File: config.mk
export PLATFORM = sky130hd
export DESIGN_NAME = hazard_ctrl
export DESIGN_NICKNAME = d
export VERILOG_FILES = /design/src/rtl/hazard_ctrl.sv
export SDC_FILE = /design/constraint.sdc
export NUM_CORES = 1
export LEC_CHECK = 0
export ABC_AREA = 1
export CORE_MARGIN = 2
export CORE_UTILIZATION = 37
export CTS_BUF_LIST = sky130_fd_sc_hd__clkbuf_4
export CTS_CLUSTER_DIAMETER = 50
export DETAILED_ROUTE_END_ITERATION = 10
export PLACE_DENSITY = 0.76
export SETUP_SLACK_MARGIN = 0.05
export SYNTH_ARGS = -nofsm -noshare
export SYNTH_HDL_FRONTEND = slang
export SYNTH_SLANG_ARGS = --single-unit
File: constraint.sdc
create_clock -name clk -period 2.19 [get_ports clk]
set_input_delay 0.438 -clock clk [delete_from_list [all_inputs] [get_ports clk]]
set_output_delay 0.438 -clock clk [all_outputs]
set_load 0.02 [all_outputs]
File: src/rtl/hazard_ctrl.sv
// hazard_ctrl: pipeline sequencing controller for the 5-stage in-order core.
// Sole driver of the four pipeline-register load enables. Detects RAW hazards
// between ID and every in-flight writer (no forwarding, no RF write-through),
// freezes the pipe while data memory completes an access, and holds all
// enables low for INIT_HOLD cycles after reset release.
//
// Parameters:
//   INIT_HOLD   - cycles after reset release with all enables low (1..255)
//   MEM_TIMEOUT - MEM_WAIT cycles before ST_mem_timeout is raised (1..255)
//
// Ports:
//   clk, rst                  clock, asynchronous active-low reset
//   ID_rs1/rs2, *_used        ID-stage source registers and their use flags
//   IF_ID_vld                 ID holds a valid instruction
//   ID_EX/EX_MEM/MEM_WB_rd,   destinations and valids of in-flight writers
//   *_vld
//   EX_MEM_mem_cmd            bus command in MEM (2'b00 = no access)
//   DM_ready                  data memory completes the access this cycle
//   ST_*_en                   pipeline-register load enables
//   ST_id_ex_bubble           load a NOP into ID/EX
//   ST_mem_wb_bubble          load an invalid entry into MEM/WB
//   ST_mem_timeout            sticky: a memory wait exceeded MEM_TIMEOUT
//
// Optional feature (macro STALL_PERF_CNT_EN): adds ST_raw_cnt / ST_mem_cnt,
// 32-bit wrapping counts of cycles with ST_id_ex_bubble / ST_mem_wb_bubble.
module hazard_ctrl #(
  parameter int unsigned INIT_HOLD   = 4,
  parameter int unsigned MEM_TIMEOUT = 16
) (
  input  logic        clk,
  input  logic        rst,
  input  logic [4:0]  ID_rs1,
  input  logic [4:0]  ID_rs2,
  input  logic        ID_rs1_used,
  input  logic        ID_rs2_used,
  input  logic        IF_ID_vld,
  input  logic [4:0]  ID_EX_rd,
  input  logic        ID_EX_vld,
  input  logic [4:0]  EX_MEM_rd,
  input  logic        EX_MEM_vld,
  input  logic [1:0]  EX_MEM_mem_cmd,
  input  logic [4:0]  MEM_WB_rd,
  input  logic        MEM_WB_vld,
  input  logic        DM_ready,
  output logic        ST_if_id_en,
  output logic        ST_id_ex_en,
  output logic        ST_ex_mem_en,
  output logic        ST_mem_wb_en,
  output logic        ST_id_ex_bubble,
  output logic        ST_mem_wb_bubble,
`ifdef STALL_PERF_CNT_EN
  output logic [31:0] ST_raw_cnt,
  output logic [31:0] ST_mem_cnt,
`endif
  output logic        ST_mem_timeout
);

  localparam logic [1:0] S_INIT     = 2'd0;
  localparam logic [1:0] S_RUN      = 2'd1;
  localparam logic [1:0] S_MEM_WAIT = 2'd2;

  localparam logic [1:0] BUS_NONE = 2'b00;

  localparam logic [7:0] INIT_LAST   = 8'(INIT_HOLD - 1);
  localparam logic [7:0] TIMEOUT_CNT = 8'(MEM_TIMEOUT);

  logic [1:0] state, state_nxt;
  logic [7:0] init_cnt;
  logic [7:0] wait_cnt;

  logic mem_access, mem_stall;
  logic match_rs1, match_rs2, raw;

  assign mem_access = EX_MEM_vld && (EX_MEM_mem_cmd != BUS_NONE);
  assign mem_stall  = mem_access && !DM_ready;

  // x0 is hardwired zero, so it never aliases an in-flight writer.
  assign match_rs1 = (ID_rs1 != '0) &&
                     ((ID_EX_vld  && (ID_rs1 == ID_EX_rd))  ||
                      (EX_MEM_vld && (ID_rs1 == EX_MEM_rd)) ||
                      (MEM_WB_vld && (ID_rs1 == MEM_WB_rd)));
  assign match_rs2 = (ID_rs2 != '0) &&
                     ((ID_EX_vld  && (ID_rs2 == ID_EX_rd))  ||
                      (EX_MEM_vld && (ID_rs2 == EX_MEM_rd)) ||
                      (MEM_WB_vld && (ID_rs2 == MEM_WB_rd)));
  assign raw = IF_ID_vld && ((ID_rs1_used && match_rs1) ||
                             (ID_rs2_used && match_rs2));

  // Enables are combinational so a stall bites in the cycle it is detected.
  always_comb begin
    ST_if_id_en      = 1'b0;
    ST_id_ex_en      = 1'b0;
    ST_ex_mem_en     = 1'b0;
    ST_mem_wb_en     = 1'b0;
    ST_id_ex_bubble  = 1'b0;
    ST_mem_wb_bubble = 1'b0;
    if (state != S_INIT) begin
      if (mem_stall) begin
        ST_mem_wb_en     = 1'b1;
        ST_mem_wb_bubble = 1'b1;
      end else if (raw) begin
        ST_id_ex_en     = 1'b1;
        ST_id_ex_bubble = 1'b1;
        ST_ex_mem_en    = 1'b1;
        ST_mem_wb_en    = 1'b1;
      end else begin
        ST_if_id_en  = 1'b1;
        ST_id_ex_en  = 1'b1;
        ST_ex_mem_en = 1'b1;
        ST_mem_wb_en = 1'b1;
      end
    end
  end

  always_comb begin
    state_nxt = state;
    case (state)
      S_INIT:     if (init_cnt == INIT_LAST) state_nxt = S_RUN;
      S_RUN:      if (mem_stall)             state_nxt = S_MEM_WAIT;
      S_MEM_WAIT: if (!mem_stall)            state_nxt = S_RUN;
      default:                               state_nxt = S_INIT;
    endcase
  end

  always_ff @(posedge clk or negedge rst) begin
    if (!rst) begin
      state          <= S_INIT;
      init_cnt       <= '0;
      wait_cnt       <= '0;
      ST_mem_timeout <= 1'b0;
    end else begin
      state <= state_nxt;
      if (state == S_INIT) init_cnt <= init_cnt + 8'd1;
      if (state == S_RUN && mem_stall) begin
        wait_cnt <= '0;
      end else if (state == S_MEM_WAIT && mem_stall && wait_cnt != '1) begin
        wait_cnt <= wait_cnt + 8'd1;
      end
      if (state == S_MEM_WAIT && wait_cnt == TIMEOUT_CNT) ST_mem_timeout <= 1'b1;
    end
  end

`ifdef STALL_PERF_CNT_EN
  // Bubbles are forced low in INIT, so INIT cycles are never counted.
  always_ff @(posedge clk or negedge rst) begin
    if (!rst) begin
      ST_raw_cnt <= '0;
      ST_mem_cnt <= '0;
    end else begin
      if (ST_id_ex_bubble)  ST_raw_cnt <= ST_raw_cnt + 32'd1;
      if (ST_mem_wb_bubble) ST_mem_cnt <= ST_mem_cnt + 32'd1;
    end
  end
`endif

endmodule

* Word level (Yosys, flattened, before mapping)
Index checks and enable logic that the tools add are counted.
** Storage, ports and cells
- Output and inout bits :: 7
- Logic and storage cells :: 67
- Flip-flop bits (word level) :: 19
- Input bits :: 36
** Cells by class
- Reduce and logical (&&, ||, !) cells :: 30
- Equal/unequal tests :: 14
- Add/subtract/negate cells :: 2
- Muxes and demuxes :: 17
** Operators with widths (number)
- $eq 5x5->1 :: 6
- $logic_and 1x1->1 :: 17
- $add 8x1->8 const B :: 2
- $mux 8 :: 2
- $mux 1 :: 11
- $reduce_bool 5->1 :: 2
- $eq 8x2->1 const B :: 1
- $eq 8x5->1 const B :: 1
- $ne 8x8->1 const B :: 1
- $mux 2 :: 3
- $ne 2x2->1 const B :: 3
- $pmux 2 s3 :: 1
- $reduce_bool 2->1 :: 3
- $logic_or 1x1->1 :: 5
- $reduce_and 3->1 :: 1
- $eq 2x1->1 const B :: 1
- $eq 2x2->1 const B :: 1
- $logic_not 2->1 :: 1
- $logic_not 1->1 :: 1

* Logic depth before layout (Yosys ltp)
Gate-level depths: netlist of the first run.
- Depth after elaboration :: 11
- Depth in mapped cells :: 10
- Depth with buffers taken out :: 10

* Least setup slack after synthesis of the first run
OpenSTA, ideal clock, no wires.
- Kind :: input-to-output
- Start point :: input EX_MEM_mem_cmd[1]
- End point :: output ST_if_id_en
- Cell stages on the path :: 5
- Arrival :: 1575 ps
- Buffers on the path :: 0
- Required time :: 1752 ps
- Path slack :: 177 ps
- Path through :: o21ai_2 -> inv_1 -> nor2_1 -> inv_1 -> a21oi_1
** Between the ends
- Longest elaborated chain between the ends :: 5
** Ends and longest elaborated chain
- start: declaration :: RTL line 41 : input logic [1:0] EX_MEM_mem_cmd,
- $reduce_bool 2->1 :: RTL line 74 : assign mem_access = EX_MEM_vld && (EX_MEM_mem_cmd != BUS_NONE);
- $logic_and 1x1->1 :: RTL line 74
- $logic_and 1x1->1 :: RTL line 75 : assign mem_stall = mem_access && !DM_ready;
- $mux 1 :: RTL line 98 : if (mem_stall) begin
- $mux 1 :: RTL line 97 : if (state != S_INIT) begin
- end: declaration :: RTL line 45 : output logic ST_if_id_en,
No other way between the ends.

* Worst setup path in the final report of the first run
- Start point :: input MEM_WB_rd[0]
- End point :: output ST_id_ex_bubble
** Between the ends
- Longest elaborated chain between the ends :: 10
- Elaborated cells on any way between the ends :: 15
- Classes of those cells :: eq/ne (2); mux (3); reduce/logical (10)
** Ends and longest elaborated chain
- start: declaration :: RTL line 42 : input logic [4:0] MEM_WB_rd,
- $eq 5x5->1 (on tied branches) :: RTL line 81, 85
- $logic_and 1x1->1 (on tied branches) :: RTL line 81, 85
- $logic_or 1x1->1 (on tied branches) :: RTL line 80, 84
- $logic_and 1x1->1 (on tied branches) :: RTL line 78, 82
- $logic_and 1x1->1 (on tied branches) :: RTL line 86, 87
- $logic_or 1x1->1 (*) :: RTL line 86 : assign raw = IF_ID_vld && ((ID_rs1_used && match_rs1) ||
- $logic_and 1x1->1 (*) :: RTL line 86
- $mux 1 (*) :: RTL line 101 : end else if (raw) begin
- $mux 1 (*) :: RTL line 98
- $mux 1 (*) :: RTL line 97
- end: declaration :: RTL line 49 : output logic ST_id_ex_bubble,
Every way passes the cells marked *; elsewhere a longest branch is shown, timed or not.

==> results by group, run 1 <==
Worst setup path
  – Slowest stage delay, CP: 0.24 ns
  – Top delay family on crit path: simple AND/OR/NAND/NOR gates
  – Max Fanout on Critical Path: 2
  – Worst path cell trace: dlygate4sd2_1 > buf_4 > nand2_1 > nand2_1 > nor2_2 > nand3_1 > nand3_1 > nand2_1 > nand2_2 > nand2_1 > nor2_1 > buf_4
  – Setup CP Type: input pin to output port
  – Crit path buffers/inverters: 3
  – R2R cell count: 8
  – Crit path arrival time: 1.65 ns
  – R2R Setup Slk: 0.63 ns
  – Startpoint Class: input pin
  – CP most frequent cell: nand2_1
  – Crit. End Element: output port
  – Worst EP required: 1.75 ns
  – Crit path depth: 12
  – Slowest cell on crit path: dlygate4sd2_1

Logic synthesis
  – Asr flop ratio synth: 100%
  – Netlist cell types: 24
  – Top-count cell post-synth: nand2_1
  – Number of enable flip-flop cells after synthesis: 0
  – Share of the synthesized area in the top cell type: 30.0%
  – Synth Register Bits: 19
  – Commonest cells post-synth: nand2_1 (100), inv_1 (51), nor2_1 (37), dfrtp_1 (19), nand3_1 (15)
  – Post-Synthesis Cells: 267
  – Synth Net Count: 306
  – Mapped Avg Cell Area: 5.94 µm²
  – Seq/Total Area, Yosys: 30.0%
  – Netlist Area Pre-Place: 1590 µm²
  – Top FF cell, synth: dfrtp_1
  – Synth warn: 0
  – Yosys top cell by area: dfrtp_1
  – Ranking of synthesized cells by area: dfrtp_1 (30%), nand2_1 (24%), inv_1 (12%), nor2_1 (8.8%), nand3_1 (4.7%)

STA
  – Fin Setup TNS: 0 ns
  – Tmin final: 2.09 ns
  – Least-Margin Pin Slew: 0.307 ns
  – Final Hold Viols: 0
  – Final max-slew violation count: 0
  – Fmax: 479 MHz
  – Tcrit/Tclk final: 95.3%
  – Slew headroom: 79.3%
  – RSZ-0062 raised after global routing: true
  – Clk_skew: 0.00767 ns
  – Endpoints failing setup: 0

Clock tree
  – Clock-pin slew on the worst setup and hold paths: 0.11 ns
  – Clk root buf: clkbuf_4
  – Num CTS Buffers: 3
  – Clock Sinks: 19
  – Max clock buf depth: 2
  – Clk_lat worst skew: 0.30 ns
  – CTS tree: yes
  – Post-cts hold buffer count: 0
  – Post-CTS setup repair buffer count: 0
  – H-tree depth: 1

Global route
  – Largest net degree at the start of global routing: 20
  – GRT Util Overall: 17.6%
  – Vias in the first global route: 1,689
  – First-pass GRT wire length: 7.08 mm
  – Total gr overflow: 0
  – Initial antenna violation count: 0

Hold path
  – Kind of path behind the tightest hold check: input pin to asynchronous set/reset pin

Final layout
  – Post-layout util: 52.4%
  – Area of the multi-input gates: 931 µm²
  – NumNets Final: 360
  – Non-filler cells, final: 370
  – Reg area: 475 µm²
  – Fillers: 420
  – Share of layout cells above drive strength 1: 14.1%
  – Post-route cell area: 2120 µm²
  – Synth-to-layout area growth: 34.0%
  – Antenna diodes: 0

Die
  – Row count: 23
  – Initial core utilization: 39.1%
  – Num ports: 43
  – Die ar.: 4820 µm²
  – Core area: 4060 µm²
  – Die width: 69.5 µm
  – Die Span Y: 69.5 µm

Place
  – Placed insts: 366
  – Routability cong.: 0.923
  – IO buf count: 42
  – Dpl hpwl: 3.27 mm
  – Placed cell areas: 2120 µm²

Route
  – First-pass DRT Iterations: 4
  – Vias: 1,754
  – Drt total wl: 4.05 mm
  – Initial DRC Count: 125
  – DR DRC count: 0
  – Routed Antenna Nets: 0
  – Vias per cell: 4.74
  – Wire per inst: 10.9 µm

Power
  – Total power: 1320 µW
  – Lkg Pwr: 0.00121 µW
  – Maximum vdd drop: 0.561 mV
  – P per Cell Area: 624 nW/µm²

Job
  – Max Cap Viol: 0

Status
  – Status: finished, final reports clean
[timing repair]
item | in CTS | in global routing
setup endpoints to repair | 5 | 4
endpoints found under the hold margin | 0 | 0
gates resized for setup | 56 | 24
pin swaps | 13 | 11
[power by group]
| part | switching (µW) | internal, µW | leakage (µW) |
|---|---|---|---|
| logic | 360 | 257 | 0.000936 |
| registers | 68.2 | 447 | 0.000252 |
| clock network | 109 | 83.4 | 0.0000184 |
| total | 538 | 787 | 0.00121 |
[state kept, by name (all words and copies together), names as in the netlist]
signal          flops
init_cnt            8
wait_cnt            8
state               2
ST_mem_timeout      1
[cell type report]
cell class | count | area share [%]
Multi-Input combinational cell | 196 | 43.8
Sequential cell | 19 | 22.4
Inverter | 51 | 9.01
Tap cell | 50 | 2.94
Clock buffer | 4 | 1.41
Timing Repair Buffer | 50 | 20.4
[per-stage QoR]
step | setup WS [ns] | hold slack [ns]
2_1_floorplan | 0.177 | 0.142
3_3_place_gp | -0.633 | 0.449
3_5_place_dp | -0.635 | 0.466
4_1_cts | 0.0535 | 0.466
5_1_grt | 0.0391 | 0.490
6_report | 0.103 | 0.458
[cells by family after synthesis]
| group | Yosys count | share of synthesized area (%) |
|---|---|---|
| flip-flops | 19 | 30.0 |
| buffers and inverters | 52 | 12.5 |
| AO/OA/AOI/OAI | 22 | 8.60 |
| adder cells (fa/ha/maj) | 3 | 2.37 |
| XOR/XNOR | 8 | 4.42 |
| AND/OR/NAND/NOR | 163 | 42.1 |
[per-layer routing]
layer	global-route usage (%)	wire, µm	up-vias
li1	-	-	917
met1	24.8	1920	775
met2	28.0	1830	56
met3	3.63	258	6
met4	3.27	34	0
met5	0	0	-
[final timing paths]
| check | endpoint | start |
|---|---|---|
| setup / recovery | ST_id_ex_bubble | MEM_WB_rd[0] |
| hold / removal | wait_cnt[2] | rst |
| setup reg to reg | wait_cnt[7] | wait_cnt[1] |
| hold reg to reg | state[0] | init_cnt[3] |
| max in group asynchronous | init_cnt[6] | rst |
| min in group clk | state[0] | init_cnt[3] |
[placed cells by master (no fill, tap or decap), drive strengths merged, types with 4 or more instances in the layout]
master / n
o21ai: 14
xor2: 6
nor2: 39
inv: 51
clkdlybuf4s50: 9
nor3: 4
clkdlybuf4s15: 7
nand3: 16
clkbuf: 10
dlygate4sd2: 16
nand2: 101
a21oi: 5
dfrtp: 19
buf: 10
Power figures use the tool's default switching activity.
==> inputs of run 2 (changes only) <==
ABC_AREA = not set   (was 1)
CAP_MARGIN = 20   (was not set)
GPL_TIMING_DRIVEN = 0   (was not set)
PLACE_DENSITY = 0.78   (was 0.76)
==> run 2 against run 1 <==
Against the previous run: the run now ends with negative setup slack left; die area decreased by 15%; total power up 2.0%; first-iteration DRC count fell by 63%; area after synthesis fell by 16%; utilization rose by 3.5 points; maximum frequency decreased by 7.9%; synthesized cell count down 48%; critical path depth down 4; hold slack gained 0.025 ns; register-to-register slack lost 0.41 ns; critical endpoint unchanged; final cell count fell by 35%.
==> results by group, run 2 <==
Worst setup path
  – RR Startpoint: wait_cnt[2]
  – R2R cell count: 6 (-2)
  – Slowest cell on crit path: nor4_2
  – Crit path from: ID_rs2[2]
  – Setup CP Type: input pin to output port
  – Max Fanout on Critical Path: 4 (+2)
  – CP endpoint: ST_id_ex_bubble
  – Slowest stage delay, CP: 0.36 ns (+0.12 ns)
  – Worst path cell trace: buf_12 > xor2_2 > nor4_2 > nand3_1 > and3_1 > o22ai_2 > and2_4 > buf_6
  – Crit path arrival time: 1.83 ns (+0.18 ns)
  – Worst EP required: 1.75 ns (about the same)
  – Worst r2r dst: wait_cnt[5]
  – Startpoint Class: input pin
  – R2R Setup Slk: 0.22 ns (-0.41 ns)
  – Crit. End Element: output port

Place
  – Routability cong.: 0.773 (-16%)
  – Pre-CTS WS: -1.04 ns (-0.405 ns)
  – Dpl hpwl: 2.69 mm (-18%)
  – IO buf count: 42 (unchanged)
  – Placed cell areas: 1810 µm² (-15%)

Final layout
  – NumNets Final: 233 (-35%)
  – Synth-to-layout area growth: 41.8%
  – Antenna diodes: 0 (unchanged)
  – Most frequent cells in the layout: xor2_1 (29), dfrtp_1 (19), buf_2 (14), xnor2_1 (13)
  – Most common cell after layout, fill and taps aside: xor2_1
  – Share of layout cells above drive strength 1: 26.9% (+13 points)
  – Biggest regs: init_cnt: 8 flops, wait_cnt: 8 flops, state: 2 flops
  – Post-layout util: 55.9% (+3.5 points)
  – Post-route cell area: 1890 µm² (-11%)

Global route
  – First-pass GRT wire length: 6.05 mm (-15%)
  – Met1 Use GR: 21.5% (-3.3 points)
  – Grt peak-use layer: met2
  – Vias in the first global route: 1,325 (-22%)
  – Largest net degree at the start of global routing: 20 (unchanged)
  – GRT Util Overall: 18.8% (+1.3 points)
  – GRT met3 Usage: 2.46% (-1.2 points)
  – Initial antenna violation count: 0 (unchanged)
  – Met2 usage: 34.4% (+6.4 points)
  – Total gr overflow: 0 (unchanged)

Logic synthesis
  – Netlist Area Pre-Place: 1340 µm² (-16%)
  – Share of the synthesized area in the top cell type: 35.6% (+5.6 points)
  – Top-count cell post-synth: xor2_1
  – Synth Register Bits: 19 (unchanged)
  – Ranking of synthesized cells by area: dfrtp_1 (36%), xor2_1 (20%), xnor2_1 (8.5%), nor2_1 (3.9%), nand3_1 (3.7%)
  – Seq/Total Area, Yosys: 35.6% (+5.6 points)
  – Top FF cell, synth: dfrtp_1
  – Post-Synth Simple-Gate Area: 22.7% (-19 points)
  – Mapped Avg Cell Area: 9.60 µm² (+62%)
  – Commonest cells post-synth: xor2_1 (30), dfrtp_1 (19), nor2_1 (14), xnor2_1 (13), nand3_1 (10)
  – Mux share of post-synthesis cell area: 0.843% (+0.84 points)
  – Synth Net Count: 178 (-42%)
  – Largest family of logic cells by synthesized area: XOR/XNOR gates
  – Netlist cell types: 32 (+33%)
  – Number of enable flip-flop cells after synthesis: 0 (unchanged)
  – Post-Synthesis Cells: 139 (-48%)
  – Post-Synth XOR/XNOR Area: 28.2% (+24 points)
  – Post-synthesis adder-cell area fraction: 2.81% (+0.44 points)
  – Yosys top cell by area: dfrtp_1
  – Asr flop ratio synth: 100% (unchanged)
  – Synth warn: 0 (unchanged)
  – Post-synthesis compound-gate area fraction: 8.15% (-0.45 points)

Route
  – Initial DRC Count: 46 (-63%)
  – Vias per cell: 5.31 (+12%)
  – Routed Antenna Nets: 0 (unchanged)
  – Wire per inst: 15.0 µm (+37%)
  – First-pass DRT Iterations: 4 (unchanged)
  – Drt total wl: 3.59 mm (-11%)
  – DR DRC count: 0 (unchanged)
  – Vias: 1,268 (-28%)

Clock tree
  – Clk_lat worst skew: 0.30 ns (about the same)
  – Post-cts hold buffer count: 0 (unchanged)
  – H-tree depth: 1 (unchanged)
  – Clock Sinks: 19 (unchanged)
  – Max clock buf depth: 2 (unchanged)
  – CTS tree: yes
  – Clock-pin slew on the worst setup and hold paths: 0.11 ns (about the same)
  – Num CTS Buffers: 3 (unchanged)
  – Clk root buf: clkbuf_4

STA
  – Final Hold Viols: 0 (unchanged)
  – Clk_skew: 0.00556 ns (-0.00211 ns)
  – Tcrit/Tclk final: 104% (+8.2 points)
  – RSZ-0062 raised after global routing: true
  – Fmax: 441 MHz (-7.9%)
  – Slew headroom: 43.0% (-36 points)
  – Endpoints failing setup: 2 (+2)
  – Setup ws final: -0.0772 ns (-0.180 ns)
  – Tmin final: 2.27 ns (+0.180 ns)
  – Final max-slew violation count: 0 (unchanged)
  – Least-Margin Pin Slew: 0.852 ns (+0.545 ns)

Die
  – Die width: 64.1 µm (-7.8%)
  – Initial core utilization: 39.4% (+0.32 points)
  – Die Span Y: 64.1 µm (-7.8%)
  – Num ports: 43 (unchanged)
  – Die ar.: 4100 µm² (-15%)
  – Core area: 3390 µm² (-16%)
  – Row count: 21 (-8.7%)

Job
  – Max Cap Viol: 0 (unchanged)

Power
  – Clock power share: 13.1% (-1.4 points)
  – Maximum vdd drop: 0.312 mV (-44%)
  – P_sw: 521 µW (-3.1%)
  – Internal power: 830 µW (+5.5%)
  – Sw frac: 38.6% (-2.0 points)
  – Sequential Power Share: 41.1% (+2.2 points)
  – Lkg Pwr: 0.000865 µW (-28%)
  – Gate power share: 45.7% (-0.9 points)
  – P per Cell Area: 714 nW/µm² (+14%)

Status
  – Status: finished, violations left
  – Failing checks: negative setup slack

Hold path
  – Kind of path behind the tightest hold check: register to register
-- run 2: cell count changes in the layout (fill, tap and decap cells not counted), sizes merged, moves of 13 or more --
cell and delta:
nand2 -96, inv -47, nor2 -25, xor2 +24
buf +21, o21ai -13
-- run 2: layer usage --
metal | wire length (µm) | share of wire, %
met1 | 1480 | 41
met2 | 1840 | 51
met3 | 179 | 5.0
met4 | 91 | 2.5
met5 | 0 | 0
-- run 2: logic make-up (layout without fill, tap and decap cells) --
group,count (synthesis),in the layout
AOI/OAI and AO/OA,13,13
buffers and inverters,5,59
muxes,1,1
DFF,19,19
and+or+nand+nor,55,55
adders and majority gates,3,3
xor gates and xnor gates,43,43
-- run 2: how the worst min path moves through the flow --
| stage | start | endpoint | slack [ns] | cells past startpoint |
|---|---|---|---|---|
| 3_5_place_dp | ST_mem_timeout | ST_mem_timeout | 0.46 | 1 |
| 3_3_place_gp | ST_mem_timeout | ST_mem_timeout | 0.45 | 1 |
| 2_1_floorplan | rst | ST_mem_timeout | 0.14 | 0 |
| 4_1_cts | init_cnt[7] | init_cnt[7] | 0.49 | 1 |
| 5_1_grt | init_cnt[7] | init_cnt[7] | 0.50 | 1 |
| 6_report | ST_mem_timeout | ST_mem_timeout | 0.48 | 1 |
-- run 2: critical path, delay by kind of cell --
family,cells,cell delay [ns]
buf+inv,2,0.22
simple gates,4,0.84
compound gates,1,0.16
xor+xnor,1,0.17
-- run 2: stage by stage --
| step | instances | total power [µW] | setup TNS (ns) | hold slack [ns] |
|---|---|---|---|---|
| floorplan | 139 | 890 | 0 | 0.142 |
| global placement | 227 | 1100 | -2.74 | 0.451 |
| detailed placement | 227 | 1140 | -3.30 | 0.463 |
| CTS | 234 | 1310 | -0.0189 | 0.487 |
| global route | 239 | 1460 | -0.139 | 0.503 |
| finish | 239 | 1350 | -0.0981 | 0.483 |
-- run 2: power groups by stage --
stage	clock [µW]	sequential, µW	combinational (µW)
3_3_place_gp	0	540	565
6_report	178	556	618
2_1_floorplan	0	525	365
4_1_cts	185	546	577
3_5_place_dp	0	552	589
5_1_grt	198	571	689
-- run 2: timing repair --
action / in CTS / in global routing
endpoints found under the hold margin: 0 / 0
buffers inserted: 3 / 5
pin swaps: 24 / 7
setup endpoints to repair: 7 / 5
resized for setup: 121 / 11
-- run 2: cell type report --
class	count	area [µm²]
Buffer	1	7.51
Clock buffer	3	22.5
Clock inverter	1	5.00
Fill cell	284	1500
Inverter	4	15.0
Multi-Input combinational cell	115	891
Sequential cell	19	475
Tap cell	46	57.6
Timing Repair Buffer	50	419
